--- src/rtl/card_grid_renderer.sv ---
// rtl/card_grid_renderer.sv - 3x3 card board pixel generator feeding font_rom, 2-clock pixel-to-rgb latency
module card_grid_renderer #(
  parameter int GRID_X0      = 224,
  parameter int GRID_Y0      = 120,
  parameter int TILE_W       = 64,
  parameter int TILE_H       = 80,
  parameter int BORDER       = 2,
  parameter int GLYPH_XOFF   = 8,
  parameter int GLYPH_YOFF   = 8,
  parameter int BLINK_FRAMES = 30,
  parameter logic [7:0] C_BG   = 8'h00,
  parameter logic [7:0] C_BACK = 8'h03,
  parameter logic [7:0] C_FACE = 8'hFF,
  parameter logic [7:0] C_FG   = 8'h00,
  parameter logic [7:0] C_CUR  = 8'hFC
) (
  input  logic        clk,
  input  logic        reset,
  input  logic [9:0]  pixel_x,
  input  logic [9:0]  pixel_y,
  input  logic        video_on,
  input  logic        frame_tick,
  input  logic [35:0] card_vals,
  input  logic [8:0]  card_face_up,
  input  logic [3:0]  cursor,
  output logic [8:0]  rom_addr,
  input  logic [23:0] rom_data,
  output logic [7:0]  rgb
);

  localparam int GLYPH_W = 48;
  localparam int GLYPH_H = 64;
  localparam int BW      = (BLINK_FRAMES > 1) ? $clog2(BLINK_FRAMES) : 1;

  localparam logic [9:0] X0 = 10'(GRID_X0);
  localparam logic [9:0] X1 = 10'(GRID_X0 + TILE_W);
  localparam logic [9:0] X2 = 10'(GRID_X0 + 2 * TILE_W);
  localparam logic [9:0] X3 = 10'(GRID_X0 + 3 * TILE_W);
  localparam logic [9:0] Y0 = 10'(GRID_Y0);
  localparam logic [9:0] Y1 = 10'(GRID_Y0 + TILE_H);
  localparam logic [9:0] Y2 = 10'(GRID_Y0 + 2 * TILE_H);
  localparam logic [9:0] Y3 = 10'(GRID_Y0 + 3 * TILE_H);

  localparam logic [9:0] BRD      = 10'(BORDER);
  localparam logic [9:0] BRD_R    = 10'(TILE_W - BORDER);
  localparam logic [9:0] BRD_B    = 10'(TILE_H - BORDER);
  localparam logic [9:0] GX_LO    = 10'(GLYPH_XOFF);
  localparam logic [9:0] GX_HI    = 10'(GLYPH_XOFF + GLYPH_W);
  localparam logic [9:0] GY_LO    = 10'(GLYPH_YOFF);
  localparam logic [9:0] GY_HI    = 10'(GLYPH_YOFF + GLYPH_H);
  localparam logic [BW-1:0] BLINK_LAST = BW'(BLINK_FRAMES - 1);

  // stage 0: tile decode by range comparison
  logic [1:0] col, row;
  logic [9:0] lx, ly;
  logic       in_x, in_y, in_grid, border, in_glyph;
  logic [3:0] tile_idx, val;
  logic [4:0] gcol, grow;
  logic       face_up, val_ok, cur_hit;

  always_comb begin
    col  = 2'd0;
    lx   = 10'd0;
    in_x = 1'b0;
    if (pixel_x >= X0 && pixel_x < X1) begin
      col = 2'd0; lx = pixel_x - X0; in_x = 1'b1;
    end else if (pixel_x >= X1 && pixel_x < X2) begin
      col = 2'd1; lx = pixel_x - X1; in_x = 1'b1;
    end else if (pixel_x >= X2 && pixel_x < X3) begin
      col = 2'd2; lx = pixel_x - X2; in_x = 1'b1;
    end
  end

  always_comb begin
    row  = 2'd0;
    ly   = 10'd0;
    in_y = 1'b0;
    if (pixel_y >= Y0 && pixel_y < Y1) begin
      row = 2'd0; ly = pixel_y - Y0; in_y = 1'b1;
    end else if (pixel_y >= Y1 && pixel_y < Y2) begin
      row = 2'd1; ly = pixel_y - Y1; in_y = 1'b1;
    end else if (pixel_y >= Y2 && pixel_y < Y3) begin
      row = 2'd2; ly = pixel_y - Y2; in_y = 1'b1;
    end
  end

  always_comb begin
    in_grid  = in_x && in_y;
    tile_idx = ({2'b00, row} * 4'd3) + {2'b00, col};
    val      = card_vals[{tile_idx, 2'b00} +: 4];
    face_up  = card_face_up[tile_idx];
    val_ok   = (val <= 4'd8);
    border   = (lx < BRD) || (lx >= BRD_R) || (ly < BRD) || (ly >= BRD_B);
    in_glyph = (lx >= GX_LO) && (lx < GX_HI) && (ly >= GY_LO) && (ly < GY_HI);
    gcol     = 5'((lx - GX_LO) >> 1);
    grow     = 5'((ly - GY_LO) >> 1);
    // tile_idx never exceeds 8, so cursor values 9..15 can never hit
    cur_hit  = in_grid && (cursor == tile_idx);
    rom_addr = (in_grid && in_glyph && val_ok) ? {val, grow} : 9'h000;
  end

  // stage 1 registers
  logic       s1_video_on, s1_in_grid, s1_border, s1_in_glyph;
  logic       s1_face_up, s1_val_ok, s1_cur_hit;
  logic [4:0] s1_gcol;

  always_ff @(posedge clk) begin
    if (reset) begin
      s1_video_on <= 1'b0;
      s1_in_grid  <= 1'b0;
      s1_border   <= 1'b0;
      s1_in_glyph <= 1'b0;
      s1_face_up  <= 1'b0;
      s1_val_ok   <= 1'b0;
      s1_cur_hit  <= 1'b0;
      s1_gcol     <= 5'd0;
    end else begin
      s1_video_on <= video_on;
      s1_in_grid  <= in_grid;
      s1_border   <= border;
      s1_in_glyph <= in_glyph;
      s1_face_up  <= face_up;
      s1_val_ok   <= val_ok;
      s1_cur_hit  <= cur_hit;
      s1_gcol     <= gcol;
    end
  end

  // cursor blink timebase
  logic [BW-1:0] blink_cnt;
  logic          blink_phase;

  always_ff @(posedge clk) begin
    if (reset) begin
      blink_cnt   <= '0;
      blink_phase <= 1'b0;
    end else if (frame_tick) begin
      if (blink_cnt == BLINK_LAST) begin
        blink_cnt   <= '0;
        blink_phase <= ~blink_phase;
      end else begin
        blink_cnt <= blink_cnt + 1'b1;
      end
    end
  end

  // stage 2: glyph bit 23 is the leftmost column
  logic [4:0] bit_idx;
  logic       glyph_bit;

  always_comb begin
    bit_idx   = 5'd23 - s1_gcol;
    glyph_bit = rom_data[bit_idx];
  end

  always_ff @(posedge clk) begin
    if (reset) begin
      rgb <= 8'h00;
    end else if (!s1_video_on) begin
      rgb <= 8'h00;
    end else if (!s1_in_grid) begin
      rgb <= C_BG;
    end else if (s1_border) begin
      rgb <= (s1_cur_hit && !blink_phase) ? C_CUR : C_BG;
    end else if (!s1_face_up) begin
      rgb <= C_BACK;
    end else if (s1_in_glyph && s1_val_ok && glyph_bit) begin
      rgb <= C_FG;
    end else begin
      rgb <= C_FACE;
    end
  end

endmodule

--- config.mk ---
export PLATFORM = sky130hd
export DESIGN_NAME = card_grid_renderer
export DESIGN_NICKNAME = d
export VERILOG_FILES = /design/src/rtl/card_grid_renderer.sv
export SDC_FILE = /design/constraint.sdc
export NUM_CORES = 1
export LEC_CHECK = 0
export CAP_MARGIN = 0
export CORE_ASPECT_RATIO = 2
export CORE_MARGIN = 4
export CORE_UTILIZATION = 44
export DETAILED_ROUTE_END_ITERATION = 8
export GPL_TIMING_DRIVEN = 1
export PLACE_DENSITY = 0.83
export SYNTH_ARGS = -nofsm -noshare
export SYNTH_HDL_FRONTEND = slang
export SYNTH_SLANG_ARGS = --single-unit
--- constraint.sdc ---
create_clock -name clk -period 8.6 [get_ports clk]
set_input_delay 1.72 -clock clk [delete_from_list [all_inputs] [get_ports clk]]
set_output_delay 1.72 -clock clk [all_outputs]
set_load 0.02 [all_outputs]
==> impl_metrics.env <==
export IMPL_status="completed"
export IMPL_crit_arrival_ns=6.51
export IMPL_cts_root_buf="clkbuf_16"
export IMPL_fmax_mhz=121
export IMPL_syn_nets=405
export IMPL_ys_ff_latch=20
export IMPL_synth_distinct_cells=78
export IMPL_powerDensity_nw_per_um2=100
export IMPL_dr_pass1_iters=4
export IMPL_crit_fanout=9
export IMPL_synth_enable_flop_cells=0
export IMPL_min_delay_start="s1_border"
export IMPL_fin_worst_skew_ns=0.00266
export IMPL_die_y_um=118
export IMPL_layout_setup_ws_ns=0.365
export IMPL_die_w_um=62.9
export IMPL_cts_hold_buffers=0
export IMPL_reg2reg_depth=6
export IMPL_cp_end_kind="output pin"
export IMPL_ant_nets=0
export IMPL_required_ns=6.88
export IMPL_die_area_um2=7420
export IMPL_place_detailed_hpwl_um=7540
export IMPL_vias_per_cell=6.09
export IMPL_yosys_area_top_type_share=0.151
export IMPL_num_rows=39
export IMPL_clk_latency_ns=0.25
export IMPL_grt_pass1_wl_um=14500
export IMPL_finalHoldViolCount=0
export IMPL_fillers=456
export IMPL_worstPathCellList="clkdlybuf4s50_1, inv_1, ha_1, and4b_1, a211oi_2, buf_4, a211oi_4, fa_1, ha_4, inv_1, fa_2, mux2_2, a22oi_1, a31oi_1, inv_1, nand3_2, nor4_1, dlygate4sd2_1"
export IMPL_p_leak_nw=1.64
export IMPL_drc_errors=0
export IMPL_wl_per_cell_um=19.2
export IMPL_core_area_um2=5810
export IMPL_syn_inst=292
export IMPL_cp_start_kind="input pin"
export IMPL_cts_made_buffers=3
export IMPL_syn_avg_cell_area_um2=9.10
export IMPL_cpMostUsedCell="inv_1"
export IMPL_rsz0062_at_grt="false"
export IMPL_cts_buffer_depth=2
export IMPL_post_route_period_util=0.958
export IMPL_grt_pass1_vias=3002
export IMPL_dp_cells=464
export IMPL_max_stage_delay_ns=0.63
export IMPL_layout_drive_gt1_share=0.182
export IMPL_hold_class="reg -> reg"
export IMPL_setup_violations=0
export IMPL_antenna_cells=0
export IMPL_clkSlewWorstSetupHoldPaths_ns=0.05
export IMPL_io_pins=114
export IMPL_yosys_area_top_type="dfxtp_1"
export IMPL_syn_cell_area_um2=2660
export IMPL_critPathLaunch="pixel_y[4]"
export IMPL_track_usage=0.242
export IMPL_seq_area_frac_synth=0.151
export IMPL_endpoint="rom_addr[4]"
export IMPL_antenna_found_initial=0
export IMPL_critPathSlowestCell="clkdlybuf4s50_1"
export IMPL_worst_ir_drop_vdd_mv=0.0724
export IMPL_place_ws_ns=-0.148
export IMPL_reg2reg_from="s1_gcol[0]"
export IMPL_final_max_slew_viol_count=0
export IMPL_ys_flop_type="dfxtp_1"
export IMPL_vias=2852
export IMPL_syn_to_final_growth_pct=52.5
export IMPL_cts_max_level=1
export IMPL_drt_iter0_markers=120
export IMPL_synth_warnings=0
export IMPL_grt_ovfl_total=0
export IMPL_numClockSinks=20
export IMPL_timing_rr_end="rgb[6]"
export IMPL_io_buffers=113
export IMPL_layout_nets=521
export IMPL_min_period_ns=8.23
export IMPL_synth_area_leaders="dfxtp_1 15%, mux4_2 14%, ha_1 6.6%, nor2_1 3.4%, xor2_1 3.0%"
export IMPL_grt_max_degree=16
export IMPL_slew_headroom=0.642
export IMPL_async_flop_share=0
export IMPL_start_util=0.457
export IMPL_gp_congestion=0.968
export IMPL_worstMarginPinSlew_ns=0.536
export IMPL_critPathKind="in -> out"
export IMPL_drv_cap=0
export IMPL_ff2ff_setup_slack_ns=6.16
export IMPL_fin_cells=468
export IMPL_drt_total_wl_um=9000
export IMPL_cts_tree="done"
cells by family after synthesis:
| group | after synthesis | share of synthesized area |
|---|---|---|
| xor+xnor | 18 | 0.0622 |
| flops | 20 | 0.151 |
| buf+inv | 33 | 0.0622 |
| mux | 25 | 0.177 |
| fa+ha+maj | 16 | 0.0810 |
| simple gates | 121 | 0.277 |
| compound gates | 59 | 0.190 |
sequential cells by signal, summed over array words and instances (netlist names):
register and cells:
blink_cnt 5, blink_phase 1, rgb 2, s1_border 1, s1_cur_hit 1, s1_face_up 1, s1_gcol 5, s1_in_glyph 1
s1_in_grid 1, s1_val_ok 1, s1_video_on 1
metal layers:
layer / GRT usage / wire length [um] / vias up
met4: 0.0982 / 386 / 0
met1: 0.227 / 2880 / 1341
li1: - / - / 1352
met5: 0 / 0 / -
met2: 0.496 / 5330 / 126
met3: 0.0296 / 399 / 33
per-stage QoR:
step | utilization | cell area, um^2 | hold slack, ns | total power, W | setup TNS [ns]
after global routing | 0.697 | 4050 | 0.477 | 0.000427 | 0
after global placement | 0.667 | 3870 | 0.425 | 0.000274 | 0
final | 0.697 | 4050 | 0.454 | 0.000405 | 0
after CTS | 0.687 | 3990 | 0.453 | 0.000405 | 0
after floorplan | - | 2660 | 0.403 | 0.000201 | 0
after detailed placement | 0.667 | 3870 | 0.443 | 0.000278 | -1.21
how the worst min path moves through the flow:
stage | cells past startpoint | to
final | 1 | rgb[1]
after global routing | 1 | rgb[1]
after CTS | 1 | rgb[1]
after detailed placement | 1 | rgb[1]
after global placement | 1 | rgb[1]
after floorplan | 1 | rgb[1]
power breakdown:
part	leakage, nW	switching (W)	internal [W]
Sequential	0.164	0.00000370	0.0000977
Combinational	1.42	0.0000787	0.000100
Clock	0.0511	0.0000330	0.0000922
Total	1.64	0.000115	0.000290
cell type report:
cell class	instances	area (um^2)	share of cell area
clock buffers	3	75.1	0.0185
flip-flops and latches	20	400	0.0989
well taps	61	76.3	0.0188
inverters	15	56.3	0.0139
clock inverters	1	30.0	0.00741
multi-input cells	239	2140	0.528
repair buffers	129	1270	0.314
critical path, delay by kind of cell:
family	cells	cell delay [ns]
multiplexers	1	0.35
AND/OR/NAND/NOR	3	0.73
AO/OA/AOI/OAI	4	0.71
buffers and inverters	6	1.44
adder cells (fa/ha/maj)	4	1.54
synthesized netlist by cell type (7+ instances only):
cell	count
a21oi_1	9
xor2_1	9
nor3_1	9
ha_1	14
xnor2_1	8
inv_1	14
nand2_1	19
nor2_1	24
nor4_1	7
mux4_2	17
dfxtp_1	20
layout by cell type (no fill, tap or decap), drive strengths merged, types with 3 or more instances in the layout:
cell type        n
and3             6
nand3b           5
ha              14
dlymetal6s2s     9
a21o             3
clkdlybuf4s50  103
xnor2            9
mux4            17
nor4             8
buf             16
a21oi           10
o21ai            6
nand2           20
or2              7
nand3            8
nor2            24
nand4            6
nor2b            4
dfxtp           20
nor4b            5
a311oi           3
nor3            10
and2             3
a221oi           3
clkbuf           3
a211oi           7
inv             15
a22oi            5
xor2             9
mux2             5
mux2i            3
what timing repair did:
item,in CTS,in global routing
setup endpoints to repair,9,9
cloned,0,0
gates resized for setup,4,15
buffers inserted,0,0
pin swaps,0,0
No activity file was read; power rests on OpenSTA's default activity.
